[config.mk]
export PLATFORM = sky130hd
export DESIGN_NAME = ifu_fetch_flat
export DESIGN_NICKNAME = d
export VERILOG_FILES = /design/src/rtl/ifu_pkg.sv /design/src/rtl/ifu_fetch_if.sv /design/src/rtl/ifu_fetch_fifo.sv /design/src/rtl/ifu_fetch.sv /design/src/flat_wrapper.sv
export SDC_FILE = /design/constraint.sdc
export NUM_CORES = 1
export LEC_CHECK = 0
export CORE_MARGIN = 2
export CORE_UTILIZATION = 36
export DETAILED_ROUTE_END_ITERATION = 10
export HOLD_SLACK_MARGIN = 0.12
export PLACE_DENSITY = 0.57
export RECOVER_POWER = 50
export SKIP_LAST_GASP = 1
export SLEW_MARGIN = 20
export SYNTH_ARGS = -nofsm -noshare
export SYNTH_HDL_FRONTEND = slang
export SYNTH_SLANG_ARGS = --single-unit
[constraint.sdc]
create_clock -name clock -period 4.8 [get_ports clock]
set_input_delay 0.96 -clock clock [delete_from_list [all_inputs] [get_ports clock]]
set_output_delay 0.96 -clock clock [all_outputs]
set_load 0.005 [all_outputs]
[src/rtl/ifu_pkg.sv]
// Shared types and constants for the instruction fetch unit.
package ifu_pkg;
  localparam logic [31:0] RESET_PC_DEF  = 32'h8000_0000;
  localparam logic [3:0]  INST_MARK_ALL = 4'hF;

  typedef struct packed {
    logic [31:0] pc;
    logic [31:0] inst;
  } fetch_entry_t;
endpackage

[src/rtl/ifu_fetch_if.sv]
// Instruction memory port: fetch side drives the request, memory returns readData one cycle later.
interface ifu_fetch_if;
  logic [31:0] addr;
  logic        readEn;
  logic        writeEn;
  logic [31:0] writeData;
  logic [3:0]  mark;
  logic [31:0] readData;

  modport master (output addr, readEn, writeEn, writeData, mark, input readData);
  modport slave  (input addr, readEn, writeEn, writeData, mark, output readData);
endinterface

[src/rtl/ifu_fetch_fifo.sv]
// Sync FIFO of fetch entries; flush empties it and beats any simultaneous push or pop.
module ifu_fetch_fifo
  import ifu_pkg::*;
#(
  parameter  int DEPTH = 2,
  localparam int CW    = $clog2(DEPTH + 1),
  localparam int PW    = (DEPTH > 1) ? $clog2(DEPTH) : 1
) (
  input  logic         clk,
  input  logic         rst_n,
  input  logic         push_i,
  input  fetch_entry_t din_i,
  input  logic         pop_i,
  input  logic         flush_i,
  output fetch_entry_t dout_o,
  output logic [CW-1:0] count_o
);
  fetch_entry_t    mem_q [DEPTH];
  logic [PW-1:0]   rptr_q, wptr_q;
  logic [CW-1:0]   count_q;

  function automatic logic [PW-1:0] nxt(input logic [PW-1:0] p);
    return (p == PW'(DEPTH - 1)) ? '0 : p + 1'b1;
  endfunction

  always_ff @(posedge clk or negedge rst_n) begin
    if (!rst_n) begin
      mem_q   <= '{default: '0};
      rptr_q  <= '0;
      wptr_q  <= '0;
      count_q <= '0;
    end else if (flush_i) begin
      rptr_q  <= '0;
      wptr_q  <= '0;
      count_q <= '0;
    end else begin
      if (push_i) begin
        mem_q[wptr_q] <= din_i;
        wptr_q        <= nxt(wptr_q);
      end
      if (pop_i) rptr_q <= nxt(rptr_q);
      count_q <= count_q + CW'(push_i) - CW'(pop_i);
    end
  end

  assign dout_o  = mem_q[rptr_q];
  assign count_o = count_q;
endmodule

[src/rtl/ifu_fetch.sv]
// Fetch stage: owns the PC, issues single-word reads, buffers responses for decode.
// Optional perf counters enabled by defining IFU_PERF_CNT_EN.
module ifu_fetch
  import ifu_pkg::*;
#(
  parameter logic [31:0] RESET_PC   = RESET_PC_DEF,
  parameter int          FIFO_DEPTH = 2
) (
  input  logic        clock,
  input  logic        reset,
  ifu_fetch_if.master io_inst,
  input  logic        redirect_valid,
  input  logic [31:0] redirect_pc,
  output logic        out_valid,
  input  logic        out_ready,
  output logic [31:0] out_pc,
  output logic [31:0] out_inst
`ifdef IFU_PERF_CNT_EN
  ,
  output logic [31:0] perf_fetched,
  output logic [31:0] perf_stall
`endif
);
  localparam int CW = $clog2(FIFO_DEPTH + 1);
  localparam logic [CW:0] DEPTH_C = (CW + 1)'(FIFO_DEPTH);

  logic [31:0]   pc_q, pc_d;
  logic          inflight_q;
  logic [CW-1:0] count;
  logic [CW:0]   credit;
  logic          fire, issue, push;
  fetch_entry_t  head, resp;

  assign fire   = out_valid & out_ready;
  // Slots already promised: buffered + in flight, minus the one leaving now.
  assign credit = {1'b0, count} + {{CW{1'b0}}, inflight_q} - {{CW{1'b0}}, fire};
  assign issue  = reset & ~redirect_valid & (credit < DEPTH_C);

  // Responses land exactly one cycle after issue, so the word arriving in a
  // redirect cycle is the only stale one; the flush discards it in place.
  assign push   = inflight_q & ~redirect_valid;
  assign resp   = '{pc: pc_q - 32'd4, inst: io_inst.readData};

  always_comb begin
    pc_d = pc_q;
    if (redirect_valid) pc_d = {redirect_pc[31:2], 2'b00};
    else if (issue)     pc_d = pc_q + 32'd4;
  end

  always_ff @(posedge clock or negedge reset) begin
    if (!reset) begin
      pc_q       <= RESET_PC;
      inflight_q <= 1'b0;
    end else begin
      pc_q       <= pc_d;
      inflight_q <= issue;
    end
  end

  ifu_fetch_fifo #(.DEPTH(FIFO_DEPTH)) u_fifo (
    .clk     (clock),
    .rst_n   (reset),
    .push_i  (push),
    .din_i   (resp),
    .pop_i   (fire),
    .flush_i (redirect_valid),
    .dout_o  (head),
    .count_o (count)
  );

  assign out_valid         = (count != '0);
  assign out_pc            = head.pc;
  assign out_inst          = head.inst;
  assign io_inst.addr      = pc_q;
  assign io_inst.readEn    = issue;
  assign io_inst.writeEn   = 1'b0;
  assign io_inst.writeData = 32'h0;
  assign io_inst.mark      = INST_MARK_ALL;

`ifdef IFU_PERF_CNT_EN
  logic [31:0] perf_fetched_q, perf_stall_q;

  always_ff @(posedge clock or negedge reset) begin
    if (!reset) begin
      perf_fetched_q <= '0;
      perf_stall_q   <= '0;
    end else begin
      if (push)       perf_fetched_q <= perf_fetched_q + 32'd1;
      if (!out_valid) perf_stall_q   <= perf_stall_q + 32'd1;
    end
  end

  assign perf_fetched = perf_fetched_q;
  assign perf_stall   = perf_stall_q;
`endif
endmodule

[src/flat_wrapper.sv]
// flat-port wrapper written by rule: the top's interface ports become plain ports
module ifu_fetch_flat import ifu_pkg::*;
#(
  parameter logic [31:0] RESET_PC   = RESET_PC_DEF,
  parameter int          FIFO_DEPTH = 2
)
  (clock, reset, redirect_valid, redirect_pc, out_valid, out_ready, out_pc, out_inst, io_inst_addr, io_inst_readEn, io_inst_writeEn, io_inst_writeData, io_inst_mark, io_inst_readData);
  ifu_fetch_if io_inst_i ();
  input  logic clock;
  input  logic reset;
  input  logic redirect_valid;
  input  logic [31:0] redirect_pc;
  output logic out_valid;
  input  logic out_ready;
  output logic [31:0] out_pc;
  output logic [31:0] out_inst;
  output wire logic [$bits(io_inst_i.addr)-1:0] io_inst_addr;
  output wire logic [$bits(io_inst_i.readEn)-1:0] io_inst_readEn;
  output wire logic [$bits(io_inst_i.writeEn)-1:0] io_inst_writeEn;
  output wire logic [$bits(io_inst_i.writeData)-1:0] io_inst_writeData;
  output wire logic [$bits(io_inst_i.mark)-1:0] io_inst_mark;
  input wire logic [$bits(io_inst_i.readData)-1:0] io_inst_readData;
  assign io_inst_addr = io_inst_i.addr;
  assign io_inst_readEn = io_inst_i.readEn;
  assign io_inst_writeEn = io_inst_i.writeEn;
  assign io_inst_writeData = io_inst_i.writeData;
  assign io_inst_mark = io_inst_i.mark;
  assign io_inst_i.readData = io_inst_readData;
  ifu_fetch #(.RESET_PC(RESET_PC), .FIFO_DEPTH(FIFO_DEPTH)) u_core (.clock(clock), .reset(reset), .io_inst(io_inst_i), .redirect_valid(redirect_valid), .redirect_pc(redirect_pc), .out_valid(out_valid), .out_ready(out_ready), .out_pc(out_pc), .out_inst(out_inst));
endmodule
# Word level (Yosys, flattened, before mapping)
# Cells that the tools add are included.
[word_totals]
regBits = 165
in_bits = 68
out_inout_bits = 135
wordCells = 49
[op_classes]
n_addsub = 8
n_lt_le_gt_ge = 4
mux = 15
bitwise = 7
n_reduce_logical = 6
[ops]
columns = ["operator", "n"]
rows = [
  ["64-bit two-way mux", 4],
  ["128-bit bitwise mux", 1],
  ["64-bit demux with 1-bit select", 1],
  ["32-bit two-way mux", 2],
  ["32-bit by 3-bit adder with 32-bit output, second input constant", 1],
  ["32-bit by 3-bit subtractor with 32-bit output, second input constant", 1],
  ["2-bit nonzero test", 4],
  ["1-bit two-way mux", 6],
  ["1-bit AND", 4],
  ["2-bit >= comparator, second input constant", 2],
  ["1-bit NOT with 2-bit output", 2],
  ["2-bit by 1-bit adder with 3-bit output", 1],
  ["3-bit by 2-bit less-than comparator with 1-bit output, second input constant", 1],
  ["3-bit by 1-bit subtractor with 3-bit output", 1],
  ["1-bit adder, second input constant", 2],
  ["2-bit by 1-bit adder with 2-bit output", 1],
  ["2-bit by 1-bit less-than comparator with 1-bit output, second input constant", 1],
  ["2-bit two-way mux", 1],
  ["2-bit AND reduction", 1],
  ["2-bit by 1-bit subtractor with 2-bit output", 1],
  ["1-bit logical AND", 1],
  ["1-bit NOT", 1],
]

# Longest topological paths before layout
[depth]
ltp_word = 7
mapped_depth = 13
depth_no_buf = 11

# By module
# A second synthesis with hierarchy kept.
[unflattened]
hier_cells = 711
hier_area_um2 = 8882.3
[by_module_without_submodules]
columns = ["module", "n_inst", "cells_per_inst", "area_per_inst_um2", "seq_area_each_um2"]
rows = [
  ["ifu_fetch_fifo", 1, 358, 6048.3, 3303.2],
  ["ifu_fetch", 1, 353, 2834.0, 777.0],
]

# Least setup slack after synthesis
# OpenSTA, ideal clock, no wires.
[synth_path]
path_type = "input to output"
startpoint = "in out_ready"
endpoint = "out io_inst_readEn"
t_arrival_ns = 2.929
required_ns = 3.840
slack_ns = 0.911
cell_stages = 9
path_buffers = 2
cell_sequence = "and2_1 -> ha_1 -> nand2b_1 -> fa_1 -> nand3b_1 -> or2_2 -> clkbuf_1 -> clkinv_1 -> clkbuf_1"
[synth_between]
elab_chain_cells = 4
[synth_lines]
columns = ["element", "line_no", "rtl"]
rows = [
  ["start, declared", "flat_wrapper.sv:14", "input logic out_ready;"],
  ["1-bit AND", "ifu_fetch.sv:34", "assign fire = out_valid & out_ready;"],
  ["3-bit by 1-bit subtractor with 3-bit output", "ifu_fetch.sv:36", "assign credit = {1'b0, count} + {{CW{1'b0}}, inflight_q} - {{CW{1'b0}}, fire};"],
  ["3-bit by 2-bit less-than comparator with 1-bit output", "ifu_fetch.sv:37", "assign issue = reset & ~redirect_valid & (credit < DEPTH_C);"],
  ["1-bit AND", "ifu_fetch.sv:37", ""],
  ["end, declared", "flat_wrapper.sv:18", "output wire logic [$bits(io_inst_i.readEn)-1:0] io_inst_readEn;"],
]
# Every way passes these cells.

# Worst setup path after layout
# Ends and elaborated chain as after synthesis.

==> impl_metrics.py <==
metrics = {
    "critical_path": {
        "path_delay_family": "buffers and inverters",
        "arrival_ns": 3.53,
        "cp_max_fo": 3,
        "r2r_start": "u_core.u_fifo.count_o[1]",
        "crit_top_cell": "clkdlybuf4s50_1",
        "crit_type": "input pin to primary output",
        "startpoint": "out_ready",
        "rrSetupSlack_ns": 1.33,
        "crit_slowest_cell": "clkdlybuf4s50_1",
        "worst_setup_path_start_kind": "input pin",
        "slowest_delay_ns": 0.50,
        "crit_required_ns": 3.84,
        "crit_buf_inv": 3,
        "path_cells": "clkdlybuf4s50_1 -> and2_0 -> ha_1 -> nand2b_1 -> fa_1 -> nand3b_1 -> or2_2 -> clkinv_1 -> clkdlybuf4s50_1",
        "cp-end-kind": "primary output",
    },
    "drt": {
        "avgRoutedWirePerCell_um": 16.1,
        "finalWirelength_mm": 19.4,
        "vias_per_cell": 4.99,
        "drt-pass1-iter-count": 4,
        "drtIter0Drc": 272,
        "ant_nets": 0,
        "drc": 0,
        "num_vias": 6002,
    },
    "timing": {
        "max_freq_mhz": 223,
        "setup_tns_ns": 0,
        "maxSlewViolCount": 152,
        "rsz0062_at_grt": "false",
        "tightest_slew_ns": 1.61,
        "period_share": 0.934,
        "setup_viol": 0,
        "slew_headroom": -0.0763,
        "layout_min_cycle_time_ns": 4.49,
        "hold_viol": 0,
        "skew_ns": 0.0201,
    },
    "placement": {
        "hpwl_mm": 13.2,
        "globalplace.congestion": 0.826,
        "placed_cell_area_mm2": 0.00992,
        "io_buffers": 159,
    },
    "floorplan": {
        "start_util": 0.365,
        "rows": 55,
        "io_pins": 203,
        "dieArea_mm2": 0.0241,
        "core_area_mm2": 0.0226,
        "die_w_um": 155,
        "die_h_um": 155,
    },
    "global_route": {
        "grt_usage": 0.165,
        "grt_pass1_vias": 6013,
        "grt_pass1_wl_mm": 31.4,
        "antenna_found_initial": 0,
        "gr-total-overflow": 0,
        "grt_max_degree": 76,
    },
    "clock_tree": {
        "cts_sinks": 159,
        "cts_buffers": 17,
        "clkLatencyLatePin_ns": 0.43,
        "post-cts-setup-buffer-count": 0,
        "cts_tree": "built",
        "htreeDepth": 4,
        "cts_hold_buf": 0,
        "cts-root-buf": "clkbuf_16",
        "ctsResizeCount": 0,
        "cts.clk_slew.worst_paths_ns": 0.07,
        "clockBufferDepth": 2,
    },
    "min_path": {
        "hp-class": "input pin to asynchronous set/reset pin",
    },
    "outcome": {
        "violations": "capacitance limit, slew limit",
        "status": "finished, violations left",
    },
    "logic_synthesis": {
        "postSynthAreaPerCell_um2": 10.7,
        "synth_warnings": 0,
        "synth-simple-area-share": 0.144,
        "synth.distinct_cells": 52,
        "synthMuxAreaShare": 0.173,
        "yosys-top-cells-area": "dfrtp_1 (48%), mux2_2 (17%), nand2_1 (4.3%)",
        "ys_seq_area_frac": 0.483,
        "synth_top_cell_by_area": "dfrtp_1",
        "synth-seq-cells": 159,
        "synth_edf_count": 0,
        "ys.flop_type": "dfrtp_1",
        "synth_top_area_frac": 0.480,
        "synth_area_mm2": 0.00824,
        "synth_xor_area_frac": 0.0372,
        "synth_top_cells_by_count": "dfrtp_1 (158), mux2_2 (126), nand2_1 (94)",
        "synth_cells": 772,
        "synth.most_common_cell": "dfrtp_1",
        "synth_top_family_by_area": "multiplexers",
        "async_flop_share": 1.00,
        "synth_compound_gate_area_share": 0.0831,
        "post_synth_fa_ha_maj_area_fraction": 0.0100,
    },
    "pwr": {
        "max-vdd-ir-drop_mv": 0.204,
        "p_leak_nw": 4.40,
        "power_density_mw_per_mm2": 558,
    },
    "job": {
        "drv_cap": 2,
    },
    "layout": {
        "drive_gt1_frac": 0.196,
        "final_nets": 978,
        "areaGrowthSynthToFinish_pct": 27.0,
        "diodes": 0,
        "design_area_mm2": 0.0105,
        "fill_cells": 2169,
    },
}
-- layout make-up --
type | instances | area (um^2) | share of cell area
flip-flops and latches | 159 | 3980 | 0.381
repair buffers | 168 | 1660 | 0.158
multi-input cells | 549 | 3840 | 0.367
clock buffers | 22 | 454 | 0.0434
clock inverters | 10 | 139 | 0.0133
well taps | 285 | 357 | 0.0341
inverters | 9 | 33.8 | 0.00323
-- flip-flops by register name (all words and copies together), names as in the netlist --
signal	count
u_core.inflight_q	1
u_core.u_fifo.count_o	2
u_core.u_fifo.rptr_q	1
u_core.u_fifo.wptr_q	1
u_core.io_inst.addr	30
u_core.u_fifo.mem_q	124
-- per-layer routing --
| metal | vias to the layer above | GRT usage | part of all wire |
|---|---|---|---|
| li1 | 2908 | - | - |
| met1 | 2902 | 0.226 | 0.48 |
| met2 | 173 | 0.257 | 0.45 |
| met3 | 19 | 0.0387 | 0.048 |
| met4 | 0 | 0.0568 | 0.015 |
| met5 | - | 0 | 0 |
-- kinds of logic after synthesis --
logic type | Yosys count
flops | 159
simple gates | 227
fa+ha+maj | 6
mux | 127
other cells | 2
compound gates | 113
buf+inv | 103
xor+xnor | 35
-- stage by stage --
stage          hold WS [ns]  power (mW)  std cells   util  worst slack (ns)
3_3_place_gp          0.457        4.50       1170  0.439             0.349
2_1_floorplan         0.444        3.41        811      -             0.911
4_1_cts               0.438        5.94       1202  0.466             0.340
3_5_place_dp          0.465        4.54       1170  0.439             0.356
6_report              0.431        5.84       1202  0.463             0.315
5_1_grt               0.450        6.26       1202  0.463             0.189
-- report_power, final --
part	internal, mW	switching [mW]
Sequential	1.88	0.394
Clock	0.831	0.540
Combinational	1.38	0.810
-- worst paths after layout --
| path | endpoint | cells after the start |
|---|---|---|
| max | io_inst_readEn | 9 |
| min | u_core.io_inst.addr[30] | 1 |
| max reg2reg | u_core.io_inst.addr[16] | 12 |
| min reg2reg | u_core.u_fifo.mem_q[109] | 2 |
| max in group asynchronous | u_core.u_fifo.rptr_q | 3 |
| min in group clock | u_core.u_fifo.mem_q[109] | 2 |
-- cells in the final DEF (no fill, tap or decap), types with 3 or more instances in the layout --
cell	instances
nand2_1	94
nor3_2	3
nand2b_1	5
nor3_1	8
conb_1	41
and2_1	3
nor2_1	26
dfrtp_1	157
dlygate4sd3_1	3
clkinvlp_4	4
o21ai_1	12
nor2b_1	8
nand4_1	9
mux2_2	126
buf_4	5
xor2_1	9
nand3b_1	4
or4_1	6
bufinv_16	3
a22oi_1	3
or2_2	3
xnor2_1	26
inv_1	8
ha_1	5
or3_1	10
clkbuf_1	6
a221o_1	9
and3_1	7
nand3_1	20
nor4_2	6
o21ai_0	65
a211o_1	3
clkbuf_16	17
nor4_1	7
o311ai_0	7
a21oi_1	3
clkdlybuf4s50_1	154
No activity file was read; power rests on OpenSTA's default activity.
